$ cat config.mk
export PLATFORM = sky130hd
export DESIGN_NAME = accu_stream
export DESIGN_NICKNAME = d
export VERILOG_FILES = /design/src/rtl/accu_pkg.sv /design/src/rtl/accu_grp_ctr.sv /design/src/rtl/accu_stream.sv
export SDC_FILE = /design/constraint.sdc
export NUM_CORES = 1
export LEC_CHECK = 0
export ABC_AREA = 1
export BUFFER_PORTS_ARGS = -buffer_cell sky130_fd_sc_hd__buf_2
export CORE_MARGIN = 2
export CORE_UTILIZATION = 35
export DETAILED_ROUTE_END_ITERATION = 7
export GPL_TIMING_DRIVEN = 1
export HOLD_SLACK_MARGIN = 0.1
export PLACE_DENSITY = 0.64
export SETUP_SLACK_MARGIN = 0.15
export SLEW_MARGIN = 25
export SYNTH_ARGS = -nofsm -noshare
export SYNTH_HDL_FRONTEND = slang
export SYNTH_SLANG_ARGS = --single-unit
export TNS_END_PERCENT = 10
$ cat constraint.sdc
create_clock -name clk -period 5.9 [get_ports clk]
set_input_delay 0.885 -clock clk [delete_from_list [all_inputs] [get_ports clk]]
set_output_delay 0.885 -clock clk [all_outputs]
set_load 0.1 [all_outputs]
$ cat src/rtl/accu_pkg.sv
// Shared helpers for the streaming accumulator: derived widths, sample
// extension and the group-length clamp rule.
package accu_pkg;

    localparam int unsigned EXT_W = 64;

    function automatic int unsigned cnt_width(input int unsigned max_n);
        return unsigned'($clog2(max_n + 1));
    endfunction

    function automatic int unsigned sum_width(input int unsigned data_w, input int unsigned max_n);
        return data_w + unsigned'($clog2(max_n));
    endfunction

    // Left-align the sample, then shift back so the top bits fill with sign or zero.
    function automatic logic [EXT_W-1:0] ext_sample(input logic [EXT_W-1:0] data,
                                                    input int unsigned     data_w,
                                                    input logic            signed_mode);
        logic [EXT_W-1:0] r;
        r = data << (EXT_W - data_w);
        if (signed_mode) begin
            r = $unsigned($signed(r) >>> (EXT_W - data_w));
        end else begin
            r = r >> (EXT_W - data_w);
        end
        return r;
    endfunction

    function automatic int unsigned eff_len(input logic [31:0] cfg, input int unsigned max_n);
        if (cfg == 32'd0) begin
            return 1;
        end else if (cfg > max_n) begin
            return max_n;
        end
        return cfg;
    endfunction

endpackage

$ cat src/rtl/accu_grp_ctr.sv
// Group sample counter: latches the effective group length on the first
// sample and flags the accept that closes the group.
module accu_grp_ctr
    import accu_pkg::*;
#(
    parameter  int unsigned MAX_N = 16,
    localparam int unsigned CNT_W = cnt_width(MAX_N)
) (
    input  logic             clk,
    input  logic             rst,
    input  logic             accept,
    input  logic             in_last,
    input  logic [CNT_W-1:0] cfg_len,
    output logic [CNT_W-1:0] count,
    output logic             first,
    output logic             close
);

    logic [CNT_W-1:0] count_q;
    logic [CNT_W-1:0] len_q;
    logic [CNT_W-1:0] len_c;
    logic [CNT_W-1:0] next_cnt_c;

    // On the first sample the freshly clamped cfg_len applies, so len=1 closes at once.
    always_comb begin
        len_c      = first ? CNT_W'(eff_len(32'(cfg_len), MAX_N)) : len_q;
        next_cnt_c = count_q + CNT_W'(1);
    end

    assign count = count_q;
    assign first = (count_q == '0);
    assign close = accept && ((next_cnt_c == len_c) || in_last);

    always_ff @(posedge clk) begin
        if (rst) begin
            count_q <= '0;
            len_q   <= '0;
        end else if (accept) begin
            if (first) begin
                len_q <= len_c;
            end
            count_q <= close ? '0 : next_cnt_c;
        end
    end

endmodule

$ cat src/rtl/accu_stream.sv
// Streaming group accumulator with valid/ready on both sides; one registered
// sum per group, held until the downstream takes it.
module accu_stream
    import accu_pkg::*;
#(
    parameter  int unsigned DATA_W = 8,
    parameter  int unsigned MAX_N  = 16,
    parameter  int unsigned SIGNED = 0,
    localparam int unsigned CNT_W  = cnt_width(MAX_N),
    localparam int unsigned OUT_W  = sum_width(DATA_W, MAX_N)
) (
    input  logic              clk,
    input  logic              rst,
    input  logic [CNT_W-1:0]  cfg_len,
    input  logic              in_valid,
    output logic              in_ready,
    input  logic [DATA_W-1:0] in_data,
    input  logic              in_last,
    output logic              out_valid,
    input  logic              out_ready,
    output logic [OUT_W-1:0]  out_sum,
    output logic [CNT_W-1:0]  out_cnt
);

    logic             accept_c;
    logic             grp_first;
    logic             grp_close;
    logic [CNT_W-1:0] grp_count;
    logic [OUT_W-1:0] acc_q;
    logic [OUT_W-1:0] ext_c;
    logic [OUT_W-1:0] sum_c;

    assign in_ready = !out_valid || out_ready;
    assign accept_c = in_valid && in_ready;

    accu_grp_ctr #(
        .MAX_N (MAX_N)
    ) u_grp_ctr (
        .clk     (clk),
        .rst     (rst),
        .accept  (accept_c),
        .in_last (in_last),
        .cfg_len (cfg_len),
        .count   (grp_count),
        .first   (grp_first),
        .close   (grp_close)
    );

    // Running sum including the sample being accepted this cycle.
    always_comb begin
        ext_c = OUT_W'(ext_sample(EXT_W'(in_data), DATA_W, (SIGNED != 0)));
        sum_c = grp_first ? ext_c : (acc_q + ext_c);
    end

    always_ff @(posedge clk) begin
        if (rst) begin
            acc_q     <= '0;
            out_valid <= 1'b0;
            out_sum   <= '0;
            out_cnt   <= '0;
        end else begin
            if (accept_c) begin
                acc_q <= sum_c;
            end
            // A close can only happen when the previous sum is free or being taken.
            if (grp_close) begin
                out_valid <= 1'b1;
                out_sum   <= sum_c;
                out_cnt   <= grp_count + CNT_W'(1);
            end else if (out_ready) begin
                out_valid <= 1'b0;
            end
        end
    end

endmodule

==> metrics.yaml <==
status: "finished clean"
synth-seq-area-share: 0.320
track_usage: 0.163
antenna_found_initial: 0
crit_chain: "buf_2 -> nor4_1 -> ha_1 -> o21ai_0 -> inv_1 -> nand2_2 -> nand3_1 -> nand2_1 -> nand3_2 -> nand2_4 -> nand2_4 -> nand2_1 -> nand2_1 -> nor2_1"
worstMarginPinSlew_ns: 0.882
area_growth_pct: 13.9
dieWidth_um: 88.5
routed_via_density: 4.69
drv_cap: 0
cts_tree: "done"
numCtsBuffers: 5
gr-total-overflow: 0
core_area_um2: 6870
fmax_mhz: 341
cts_hold_buffers: 0
reg2reg_from: "u_grp_ctr.count[0]$_SDFFE_PP0P_"
drtPass1Iterations: 5
cp_slowest_cell: "ha_1"
holdPathStages: 2
grt_max_degree: 31
synth_flop_cell: "dfxtp_1"
p_sw_w: 0.000295
yosysTopAreaCellShare: 0.320
numPortBuffers: 36
wl_per_cell_um: 11.6
drt_iter0_drc: 73
switching_share: 0.370
syn_nets: 417
clk_pin_slew_worst_paths_ns: 0.08
hold_class: "reg -> reg"
crit_top_cell: "nand2_1"
critPathArrivalTime_ns: 3.17
synth_edf_count: 0
syn_area_per_cell_um2: 6.47
ys_ff_latch: 40
rows: 30
postCtsSetupBuffers: 0
die_h_um: 88.5
dp_hpwl_um: 4380
synth_cells: 386
p_total_w: 0.000797
final_antenna_net_count: 0
nets: 446
power_density_nw_per_um2: 280
cts_buffer_depth: 2
synth.area.top_cells: "dfxtp_1, nand2_1, nor2_1, nand3_1, ha_1"
clkPwrFrac: 0.315
slew-limit-headroom: 0.411
r2r.worst_path.cells: 15
cts_sinks: 40
io_pins: 37
fin_crit_sh: 0.498
crit_fanout: 23
place_area_um2: 2720
yosys_warnings: 0
pwr-share-seq: 0.380
drt-total-wl_um: 5920
reg2reg_to: "out_cnt[3]$_SDFFE_PP0P_"
htree_levels: 2
setup_violations: 0
drive_gt1_frac: 0.151
ir_worst_vdd_v: 0.000114
initial_utilization: 0.364
yosysTopAreaCell: "dfxtp_1"
p_int_w: 0.000502
min_from: "out_sum[5]$_SDFFE_PP0P_"
ff2ff_setup_slack_ns: 3.50
cp.required_ns: 6.13
cts_resized: 0
async_reset_ff_frac: 0
crit_path_start_kind: "input port"
syn_area_um2: 2500
slew_viol_final: 0
period_needed_ns: 2.94
num_vias: 2400
dieArea_um2: 7830
gp_congestion: 0.855
route.detailed.drc: 0
cts_root_buf: "clkbuf_8"
leakagePower_nw: 1.45
hold_end: "out_sum[5]$_SDFFE_PP0P_"
rsz0062_at_grt: "false"
hold_violations: 0
criticalPathCategory: "in -> reg"
fin_area_um2: 2850
antennaDiodeCount: 0
pwr-share-comb: 0.304
critical-path-max-stage-delay_ns: 0.39
grt_pass1_wl_um: 10000
clk_latency_ns: 0.30
final.setup_skew_ns: 0.00756
grt_pass1_vias: 2303
finalSetupTns_ns: 0
synth_cell_types: 31
cp-end-kind: "flop"
## worst max-delay path by stage
stage	start	endpoint	slack [ns]
final	cfg_len[1]	out_cnt[3]$_SDFFE_PP0P_	2.96
after global routing	cfg_len[1]	out_cnt[3]$_SDFFE_PP0P_	2.58
after CTS	cfg_len[1]	out_cnt[3]$_SDFFE_PP0P_	2.94
after detailed placement	cfg_len[1]	out_cnt[3]$_SDFFE_PP0P_	2.65
after global placement	cfg_len[1]	out_sum[9]$_SDFFE_PP0P_	2.80
after floorplan	out_valid$_SDFFE_PP0P_	out_sum[0]$_SDFFE_PP0P_	2.94
## critical path: cells and delay by family
| kind | cells | cell delay (ns) |
|---|---|---|
| adder cells (fa/ha/maj) | 1 | 0.39 |
| AND/OR/NAND/NOR | 10 | 1.43 |
| buffers and inverters | 2 | 0.20 |
| AO/OA/AOI/OAI | 1 | 0.26 |
## area by class of cell
cell class                      count  area (um2)
Clock inverter                      1        30.0
Fill cell                         731        4020
Sequential cell                    40         801
Inverter                           42         158
Multi-Input combinational cell    289        1450
Clock buffer                        7        96.3
Timing Repair Buffer               37         188
Tap cell                           96         120
## cell families after synthesis
kind of cell,synth area share
AO/OA/AOI/OAI,0.117
XOR/XNOR,0.0175
adder cells (fa/ha/maj),0.0681
buffers and inverters,0.0981
flip-flops,0.320
AND/OR/NAND/NOR,0.379
## cells in the final DEF, fill, tap and decap left out, drive strengths merged, types with 2 or more instances in the layout
cell type and n:
a211oi 4, a21oi 29, buf 37, clkbuf 7, dfxtp 40, ha 12, inv 41, nand2 115
nand3 34, nand4 5, nor2 57, o21ai 19, or2 2, xnor2 2, xor2 3
## sequential cells by signal, indices dropped and copies added (netlist names)
signal and flops:
acc_q 12, out_sum 12, out_cnt 5, u_grp_ctr.count 5, u_grp_ctr.len_q 5, out_valid 1
## per-stage QoR
step                setup WS [ns]   util  instances  hold WS (ns)
floorplan                    2.94      -        386         0.449
global placement             2.80  0.396        504         0.449
detailed placement           2.65  0.396        504         0.449
CTS                          2.94  0.414        512         0.469
global route                 2.58  0.414        512         0.514
finish                       2.96  0.414        512         0.465
## power groups by stage
stage                     Clock [W]  Combinational, W  Sequential [W]
after floorplan                   0          0.000129        0.000382
after global placement            0          0.000241        0.000309
after detailed placement          0          0.000243        0.000310
after CTS                  0.000254          0.000244        0.000303
after global routing       0.000268          0.000269        0.000306
final                      0.000251          0.000243        0.000303
## layer usage
| metal | GRT usage | wire, um | up-vias |
|---|---|---|---|
| met5 | 0 | 0 | - |
| met4 | 0.0523 | 99 | 0 |
| met3 | 0.0326 | 190 | 11 |
| met2 | 0.304 | 2890 | 35 |
| met1 | 0.185 | 2740 | 1070 |
| li1 | - | - | 1284 |
## Yosys cell counts, types with 2 or more instances
library cell and n:
dfxtp_1 40, nand2_2 7, nand3_1 33, buf_6 3
xnor2_1 2, or2_2 2, a21oi_1 29, nand4_1 5
nor2_4 3, o21ai_0 19, clkbuf_1 7, ha_1 12
nor2_1 54, nand2_1 105, a211oi_1 4, inv_2 2
xor2_1 3, inv_1 39, buf_4 2, nand2_4 3
buf_1 2
(Power assumes the default switching activity.)
